File: src/rtl/load_store_unit_if.sv
// Interface for the load/store unit.
// Carries the request/response handshake from the execute stage and the
// byte-wide data memory port.
//   slave  : LSU view (takes requests, drives responses and the memory port)
//   master : environment view (execute stage plus data memory)
// Signals:
//   req_valid/req_ready, req_we, req_size, req_unsigned, req_addr, req_wdata
//   resp_valid, resp_rdata, resp_err
//   mem_dir, mem_wen, mem_wdata, mem_rdata
interface load_store_unit_if;
  logic        req_valid;
  logic        req_ready;
  logic        req_we;
  logic [1:0]  req_size;
  logic        req_unsigned;
  logic [31:0] req_addr;
  logic [31:0] req_wdata;
  logic        resp_valid;
  logic [31:0] resp_rdata;
  logic        resp_err;
  logic [31:0] mem_dir;
  logic        mem_wen;
  logic [7:0]  mem_wdata;
  logic [7:0]  mem_rdata;

  modport slave (
    input  req_valid, req_we, req_size, req_unsigned, req_addr, req_wdata,
    output req_ready,
    output resp_valid, resp_rdata, resp_err,
    output mem_dir, mem_wen, mem_wdata,
    input  mem_rdata
  );

  modport master (
    output req_valid, req_we, req_size, req_unsigned, req_addr, req_wdata,
    input  req_ready,
    input  resp_valid, resp_rdata, resp_err,
    input  mem_dir, mem_wen, mem_wdata,
    output mem_rdata
  );
endinterface

File: src/rtl/load_store_unit.sv
// load_store_unit: memory-access stage between execute and a byte-wide data
// memory. Each accepted load/store is sequenced one byte per cycle,
// little-endian; loads are reassembled and sign/zero-extended to 32 bits.
// Ports:
//   clock    : system clock, rising edge
//   reset_n  : asynchronous reset, active low
//   bus      : load_store_unit_if.slave (request/response + memory port)
// Parameters:
//   MEM_BYTES : addressable bytes; an access must lie fully in 0..MEM_BYTES-1
// Build option:
//   LSU_MISALIGN_TRAP_EN : when defined, misaligned half/word accesses are
//   rejected with an error response instead of being done byte by byte.
module load_store_unit #(
  parameter int unsigned MEM_BYTES = 128
) (
  input  logic              clock,
  input  logic              reset_n,
  load_store_unit_if.slave  bus
);

  typedef enum logic [1:0] {
    IDLE,
    ACCESS,
    RESP
  } state_t;

  state_t      state_q, state_d;

  logic [31:0] addr_q;
  logic [31:0] wdata_q;
  logic [31:0] rbuf_q;
  logic [1:0]  size_q;
  logic [1:0]  index_q;
  logic [1:0]  last_q;
  logic        we_q;
  logic        uns_q;
  logic        err_q;

  logic        accept;
  logic [1:0]  req_last;
  logic [32:0] req_end;
  logic        misalign;
  logic        req_err;
  logic [31:0] load_ext;

  // Request decode and range check. The end address is formed in 33 bits so
  // an access wrapping past 0xFFFFFFFF is still caught as out of range.
  always_comb begin
    req_last = 2'd0;
    case (bus.req_size)
      2'b00:   req_last = 2'd0;
      2'b01:   req_last = 2'd1;
      default: req_last = 2'd3;
    endcase
    req_end = {1'b0, bus.req_addr} + {31'b0, req_last};
`ifdef LSU_MISALIGN_TRAP_EN
    misalign = ((bus.req_size == 2'b01) && bus.req_addr[0]) ||
               ((bus.req_size == 2'b10) && (bus.req_addr[1:0] != 2'b00));
`else
    misalign = 1'b0;
`endif
    req_err = (bus.req_size == 2'b11) || (req_end >= 33'(MEM_BYTES)) || misalign;
  end

  assign accept = bus.req_valid && (state_q == IDLE);

  always_ff @(posedge clock or negedge reset_n) begin
    if (!reset_n) begin
      state_q <= IDLE;
    end else begin
      state_q <= state_d;
    end
  end

  always_comb begin
    state_d = state_q;
    case (state_q)
      IDLE:    if (bus.req_valid) state_d = req_err ? RESP : ACCESS;
      ACCESS:  if (index_q == last_q) state_d = RESP;
      RESP:    state_d = IDLE;
      default: state_d = IDLE;
    endcase
  end

  always_ff @(posedge clock or negedge reset_n) begin
    if (!reset_n) begin
      addr_q  <= '0;
      wdata_q <= '0;
      rbuf_q  <= '0;
      size_q  <= '0;
      index_q <= '0;
      last_q  <= '0;
      we_q    <= 1'b0;
      uns_q   <= 1'b0;
      err_q   <= 1'b0;
    end else if (accept) begin
      addr_q  <= bus.req_addr;
      wdata_q <= bus.req_wdata;
      rbuf_q  <= '0;
      size_q  <= bus.req_size;
      index_q <= '0;
      last_q  <= req_last;
      we_q    <= bus.req_we;
      uns_q   <= bus.req_unsigned;
      err_q   <= req_err;
    end else if (state_q == ACCESS) begin
      if (!we_q) begin
        rbuf_q[{index_q, 3'b000} +: 8] <= bus.mem_rdata;
      end
      if (index_q != last_q) begin
        index_q <= index_q + 2'd1;
      end
    end
  end

  // Extension uses the top bit of the accessed width; a word passes through.
  always_comb begin
    case (size_q)
      2'b00:   load_ext = {{24{~uns_q & rbuf_q[7]}},  rbuf_q[7:0]};
      2'b01:   load_ext = {{16{~uns_q & rbuf_q[15]}}, rbuf_q[15:0]};
      default: load_ext = rbuf_q;
    endcase
  end

  always_comb begin
    bus.req_ready  = (state_q == IDLE);
    bus.resp_valid = (state_q == RESP);
    bus.resp_err   = (state_q == RESP) && err_q;
    bus.resp_rdata = ((state_q == RESP) && !err_q && !we_q) ? load_ext : '0;
    bus.mem_wen    = 1'b0;
    bus.mem_dir    = '0;
    bus.mem_wdata  = '0;
    if (state_q == ACCESS) begin
      bus.mem_wen   = we_q;
      bus.mem_dir   = addr_q + {30'b0, index_q};
      bus.mem_wdata = wdata_q[{index_q, 3'b000} +: 8];
    end
  end

endmodule

File: src/flat_wrapper.sv
// flat-port wrapper written by rule: the top's interface ports become plain ports
module load_store_unit_flat 
#(
  parameter int unsigned MEM_BYTES = 128
)
  (clock, reset_n, bus_req_valid, bus_req_we, bus_req_size, bus_req_unsigned, bus_req_addr, bus_req_wdata, bus_req_ready, bus_resp_valid, bus_resp_rdata, bus_resp_err, bus_mem_dir, bus_mem_wen, bus_mem_wdata, bus_mem_rdata);
  load_store_unit_if bus_i ();
  input  logic clock;
  input  logic reset_n;
  input wire logic [$bits(bus_i.req_valid)-1:0] bus_req_valid;
  input wire logic [$bits(bus_i.req_we)-1:0] bus_req_we;
  input wire logic [$bits(bus_i.req_size)-1:0] bus_req_size;
  input wire logic [$bits(bus_i.req_unsigned)-1:0] bus_req_unsigned;
  input wire logic [$bits(bus_i.req_addr)-1:0] bus_req_addr;
  input wire logic [$bits(bus_i.req_wdata)-1:0] bus_req_wdata;
  output wire logic [$bits(bus_i.req_ready)-1:0] bus_req_ready;
  output wire logic [$bits(bus_i.resp_valid)-1:0] bus_resp_valid;
  output wire logic [$bits(bus_i.resp_rdata)-1:0] bus_resp_rdata;
  output wire logic [$bits(bus_i.resp_err)-1:0] bus_resp_err;
  output wire logic [$bits(bus_i.mem_dir)-1:0] bus_mem_dir;
  output wire logic [$bits(bus_i.mem_wen)-1:0] bus_mem_wen;
  output wire logic [$bits(bus_i.mem_wdata)-1:0] bus_mem_wdata;
  input wire logic [$bits(bus_i.mem_rdata)-1:0] bus_mem_rdata;
  assign bus_i.req_valid = bus_req_valid;
  assign bus_i.req_we = bus_req_we;
  assign bus_i.req_size = bus_req_size;
  assign bus_i.req_unsigned = bus_req_unsigned;
  assign bus_i.req_addr = bus_req_addr;
  assign bus_i.req_wdata = bus_req_wdata;
  assign bus_req_ready = bus_i.req_ready;
  assign bus_resp_valid = bus_i.resp_valid;
  assign bus_resp_rdata = bus_i.resp_rdata;
  assign bus_resp_err = bus_i.resp_err;
  assign bus_mem_dir = bus_i.mem_dir;
  assign bus_mem_wen = bus_i.mem_wen;
  assign bus_mem_wdata = bus_i.mem_wdata;
  assign bus_i.mem_rdata = bus_mem_rdata;
  load_store_unit #(.MEM_BYTES(MEM_BYTES)) u_core (.clock(clock), .reset_n(reset_n), .bus(bus_i));
endmodule
File: config.mk
export PLATFORM = sky130hd
export DESIGN_NAME = load_store_unit_flat
export DESIGN_NICKNAME = d
export VERILOG_FILES = /design/src/rtl/load_store_unit_if.sv /design/src/rtl/load_store_unit.sv /design/src/flat_wrapper.sv
export SDC_FILE = /design/constraint.sdc
export NUM_CORES = 1
export LEC_CHECK = 0
export CAP_MARGIN = 20
export CORE_ASPECT_RATIO = 1.75
export CORE_UTILIZATION = 45
export CTS_CLUSTER_SIZE = 10
export DETAILED_ROUTE_END_ITERATION = 16
export GPL_TIMING_DRIVEN = 0
export PLACE_DENSITY_LB_ADDON = 0.2
export SYNTH_ARGS = -nofsm -noshare
export SYNTH_HDL_FRONTEND = slang
export SYNTH_SLANG_ARGS = --single-unit
File: constraint.sdc
create_clock -name clock -period 6.49 [get_ports clock]
set_input_delay 0.9735 -clock clock [delete_from_list [all_inputs] [get_ports clock]]
set_output_delay 0.9735 -clock clock [all_outputs]
set_load 0.01 [all_outputs]
=== Word level (Yosys, flattened, before mapping) ===
Cells that the tools add are included.
W data, S select, Z words.

* Register bits after elaboration: 107
* Bits of input ports: 79
* Output and inout bits: 76
* Word-level logic and storage cells: 63

* Add/subtract/negate cells: 4
* Magnitude comparators: 1
* Eq/ne operators: 10
* Shifts and indexed selects: 3
* Mux-type cells: 17
* Bitwise gates (word level): 3
* Reductions and logical operators: 15

{| class="wikitable"
|+ Operators with widths
! cell !! count
|-
| $mux W32 || 5
|-
| $pmux W32 S2 || 1
|-
| $add A32 B2 Y33 || 1
|-
| $ge A33 B8 Y1 const B || 1
|-
| $add A32 B2 Y32 || 1
|-
| $bwmux W32 || 1
|-
| $shift A8 B7 Y32 const A || 1
|-
| $shiftx A32 B6 Y8 || 1
|-
| $shiftx A8 B7 Y32 || 1
|-
| $mux W2 || 6
|-
| $mux W8 || 1
|-
| $pmux W2 S2 || 2
|-
| $neg A5 Y7 || 1
|-
| $eq A2 B1 Y1 const B || 3
|-
| $logic_not A2 Y1 || 3
|-
| $reduce_and A2 Y1 || 3
|-
| $eq A2 B2 Y1 const B || 2
|-
| $logic_and A1 B1 Y1 || 4
|-
| $ne A2 B2 Y1 const B || 2
|-
| $reduce_bool A2 Y1 || 2
|-
| $add A2 B1 Y2 const B || 1
|-
| $and A1 B1 Y1 || 2
|-
| $eq A2 B2 Y1 || 1
|-
| $logic_not A1 Y1 || 2
|-
| other kinds (5) || 5
|}

=== Longest topological paths before layout ===
* Depth after elaboration: 8
* Mapped depth: 12
* Mapped depth without buffers: 11

=== Worst setup path after synthesis ===
OpenSTA, ideal clock, no wires.

* Path type: input to register
* Start: input bus_req_size[1]
* End: register u_core.err_q
* Library setup time: 121 ps
* Data arrival time: 3,334 ps
* Slack: 3,035 ps
* Stages on the path: 12
* Buffers on the path: 1
* Cell sequence: or2_2 -> ha_1 -> inv_1 -> fa_1 -> and4b_1 -> buf_6 -> nand4_4 -> or4_1 -> a22oi_1 -> o211ai_1 -> or2_1 -> o22a_1

* Cells in the longest elaborated chain, start to end: 5
* Elaborated cells between the ends (all ways): 7
* Classes of those cells: add/sub (1); order compare (1); eq/ne (2); mux (1); reduce/logical (2)

{| class="wikitable"
|+ RTL lines
! element !! line !! source
|-
| from (decl) || flat_wrapper.sv:12 || <nowiki>input wire logic [$bits(bus_i.req_size)-1:0] bus_req_size;</nowiki>
|-
| $eq A2 B1 Y1 / $logic_not A2 Y1 (equally long branches) || load_store_unit.sv:50 || <nowiki>case (bus.req_size)</nowiki>
|-
| $pmux W2 S2 || load_store_unit.sv:50 ||
|-
| $add A32 B2 Y33 || load_store_unit.sv:55 || <nowiki>req_end = {1'b0, bus.req_addr} + {31'b0, req_last};</nowiki>
|-
| $ge A33 B8 Y1 || load_store_unit.sv:62 || <nowiki>req_err = (bus.req_size == 2'b11) || (req_end >= 33'(MEM_BYTES)) || misalign;</nowiki>
|-
| $logic_or A1 B1 Y1 (*) || load_store_unit.sv:62 ||
|-
| to (signal assigned) || load_store_unit.sv:105 || <nowiki>err_q <= req_err;</nowiki>
|-
| to (decl) || load_store_unit.sv:37 || <nowiki>logic err_q;</nowiki>
|}

Every way passes the cells marked *; elsewhere a longest branch is shown, timed or not.
A chain may end at the register's enable or synchronous reset.

=== Final worst setup path ===
* Start: register u_core.index_q[1]
* End: output bus_mem_dir[31]

* Cells in the longest elaborated chain, start to end: 2

{| class="wikitable"
|+ RTL lines
! element !! line !! source
|-
| from (decl) || load_store_unit.sv:33 || <nowiki>logic [1:0] index_q;</nowiki>
|-
| from (signal assigned) || load_store_unit.sv:111 || <nowiki>index_q <= index_q + 2'd1;</nowiki>
|-
| $add A32 B2 Y32 || load_store_unit.sv:135 || <nowiki>bus.mem_dir = addr_q + {30'b0, index_q};</nowiki>
|-
| $mux W32 || load_store_unit.sv:133 || <nowiki>if (state_q == ACCESS) begin</nowiki>
|-
| to (decl) || flat_wrapper.sv:20 || <nowiki>output wire logic [$bits(bus_i.mem_dir)-1:0] bus_mem_dir;</nowiki>
|}

No other way between the ends.

==> flow_metrics.env <==
export IMPL_cp_max_fo=6
export IMPL_start_util=0.461
export IMPL_die_area_um2=14300
export IMPL_yosys_register_bits=107
export IMPL_setup_tns_ps=0
export IMPL_worstReg2RegStart="u_core.index_q[1]"
export IMPL_clk_pin_slew_ps=70
export IMPL_clkPwrFrac=0.344
export IMPL_async_flop_share=1.00
export IMPL_required_ps=5520
export IMPL_hold_viol=0
export IMPL_end_kind="primary output"
export IMPL_hp_start="u_core.wdata_q[18]"
export IMPL_via_count=5854
export IMPL_power_frac_seq=0.499
export IMPL_rr_worst_depth=6
export IMPL_synth_cells=734
export IMPL_post_cts_buffers=0
export IMPL_mostFrequentLayoutCells="224 x nand2_1, 149 x clkdlybuf4s50_1, 107 x dfrtp_1, 53 x nor2_1, 35 x a21oi_1"
export IMPL_wl_per_cell_um=16.2
export IMPL_synth_fp_nets=823
export IMPL_core_area_um2=13500
export IMPL_fin_hold_ws_ps=480
export IMPL_grt_pass1_vias=5801
export IMPL_die_x_um=90.7
export IMPL_drv_cap=0
export IMPL_cts_sinks=107
export IMPL_whs_endpoint="u_core.wdata_q[18]"
export IMPL_syn_avg_cell_area_um2=8.44
export IMPL_setup_violations=0
export IMPL_io_buffers=150
export IMPL_grt_ovfl_total=0
export IMPL_ys_seq_area_frac=0.432
export IMPL_fmax_mhz=215
export IMPL_clock_skew_final_ps=10.3
export IMPL_area_delta_synth_final_pct=32.8
export IMPL_max_vdd_ir_drop_uv=119
export IMPL_status="completed"
export IMPL_rrSetupSlack_ps=3790
export IMPL_power_w=0.00155
export IMPL_arrival_ps=3680
export IMPL_final_layout_size_suffix_gt1_frac=0.0499
export IMPL_die_h_um=157
export IMPL_final_common_cell="nand2_1"
export IMPL_num_rows=56
export IMPL_htree_levels=3
export IMPL_cts_root_buffer="clkbuf_16"
export IMPL_ys_warn_count=0
export IMPL_cts_tree="built"
export IMPL_worstHoldPathType="flop to flop"
export IMPL_grt_pass1_wl_um=28500
export IMPL_postRouteAntennaNets=0
export IMPL_min_period_ps=4650
export IMPL_drt_total_wl_um=17500
export IMPL_numCtsBuffers=9
export IMPL_dp_hpwl_um=13300
export IMPL_final_nets=985
export IMPL_placed_area_um2=7940
export IMPL_cellLeakagePower_nw=3.53
export IMPL_combinationalPowerShare=0.157
export IMPL_cts_max_path_buffers=2
export IMPL_cts_hold_buffers=0
export IMPL_dr_pass1_iters=5
export IMPL_cts_resized=0
export IMPL_relSlewSlack=0.382
export IMPL_ys_flop_type="dfrtp_1"
export IMPL_clk_latency_ps=350
export IMPL_grt_antenna_before_repair=0
export IMPL_rsz0062_at_grt="false"
export IMPL_grt_max_degree=75
export IMPL_tightest_slew_ps=920
export IMPL_startpoint_type="flop"
export IMPL_switching_share=0.285
export IMPL_n_antenna_cell=0
export IMPL_gp_congestion=0.858
export IMPL_avgViaCountPerCell=5.45
export IMPL_hold_depth=2
export IMPL_drt_iter0_drc=316
export IMPL_netlist_area_um2=6200
export IMPL_p_sw_w=0.000442
export IMPL_synth_cell_types=58
export IMPL_grt_use_total=0.255
export IMPL_synth_edf_count=0
export IMPL_stdcell_area_um2=8230
export IMPL_worstSetupPathType="flop to primary output"
export IMPL_ios=155
export IMPL_drv_slew=0
export IMPL_fin_crit_sh=0.716
export IMPL_worstReg2RegEnd="u_core.rbuf_q[21]"
export IMPL_p_int_w=0.00111
export IMPL_power_density_nw_per_um2=188
export IMPL_post_route_drc_count=0
-- worst max-delay path by stage --
stage	cells after the start	endpoint	start	slack, ps
2_1_floorplan	12	u_core.err_q	bus_req_size[1]	3040
3_3_place_gp	1	u_core.addr_q[23]	reset_n	550
3_5_place_dp	13	u_core.err_q	bus_req_size[1]	2220
4_1_cts	9	bus_mem_dir[31]	u_core.index_q[1]	1860
5_1_grt	9	bus_mem_dir[31]	u_core.index_q[1]	1690
6_report	9	bus_mem_dir[31]	u_core.index_q[1]	1840
-- layer usage --
layer | global-route usage | vias up | part of all wire
met5 | 0 | - | 0
met4 | 0.129 | 0 | 0.040
met3 | 0.0329 | 44 | 0.046
met2 | 0.455 | 206 | 0.52
met1 | 0.297 | 2791 | 0.39
li1 | - | 2813 | -
-- per-stage QoR --
step            util  setup slack [ps]  std cells
6_report       0.612              1840       1075
5_1_grt        0.612              1690       1075
4_1_cts        0.612              1860       1075
3_5_place_dp   0.590              2220       1059
3_3_place_gp   0.588               550       1058
2_1_floorplan      -              3040        734
-- power by group through the flow --
stage / Clock, W / Combinational (W) / Sequential, W
after floorplan: 0 / 0.000131 / 0.000771
after global placement: 0 / 0.000234 / 0.000783
after detailed placement: 0 / 0.000242 / 0.000787
after CTS: 0.000542 / 0.000244 / 0.000774
after global routing: 0.000563 / 0.000272 / 0.000782
final: 0.000533 / 0.000243 / 0.000774
-- synthesized netlist by cell type (all sizes together), types with 3 or more instances --
cell / n / area share
nand2: 224 / 0.14
or2: 3 / 0.0030
nand2b: 4 / 0.0040
buf: 7 / 0.0061
and3: 10 / 0.010
nand3: 24 / 0.019
and2: 22 / 0.022
nor4: 6 / 0.0081
nand4: 14 / 0.018
dfrtp: 107 / 0.43
xnor2: 14 / 0.020
nor2b: 3 / 0.0030
a22o: 32 / 0.045
nor3: 9 / 0.0073
inv: 28 / 0.017
xor2: 20 / 0.028
o21ai: 20 / 0.016
mux2i: 6 / 0.0097
o2111ai: 3 / 0.0042
or3: 4 / 0.0040
mux4: 8 / 0.029
clkbuf: 29 / 0.018
ha: 8 / 0.016
a21oi: 35 / 0.028
and4: 5 / 0.0083
nor4b: 3 / 0.0067
nor2: 53 / 0.032
o31ai: 6 / 0.0073
nor3b: 4 / 0.0048
-- state kept, by name, indices dropped and copies added (netlist names), 2 cells and up --
register,flops
u_core.last_q,2
u_core.rbuf_q,32
u_core.addr_q,32
u_core.index_q,2
u_core.wdata_q,32
u_core.size_q,2
u_core.state_q,2
-- cell families after synthesis --
logic type / Yosys count / share of synthesized area
xor gates and xnor gates: 34 / 0.0481
adders and majority gates: 10 / 0.0226
AOI/OAI and AO/OA: 109 / 0.119
muxes: 16 / 0.0430
buffers and inverters: 64 / 0.0408
and+or+nand+nor: 394 / 0.294
DFF: 107 / 0.432
-- area by class of cell --
| cell class | instances | area [um^2] |
|---|---|---|
| fillers | 1240 | 5220 |
| multi-input cells | 563 | 3270 |
| flip-flops and latches | 107 | 2680 |
| repair buffers | 151 | 1530 |
| clock buffers | 10 | 239 |
| well taps | 174 | 218 |
| plain buffers | 36 | 148 |
| inverters | 28 | 105 |
| clock inverters | 6 | 50.0 |
-- critical path, stage by stage, from the launching register on --
cell             delay [ps]
dfrtp_1                 500
ha_1                    340
a21oi_1                 110
nor3_1                  500
nand3_1                 350
nor3_1                  430
nand3_1                 210
xor2_1                  180
nor2_1                  150
clkdlybuf4s50_1         570
(Power assumes the default switching activity.)
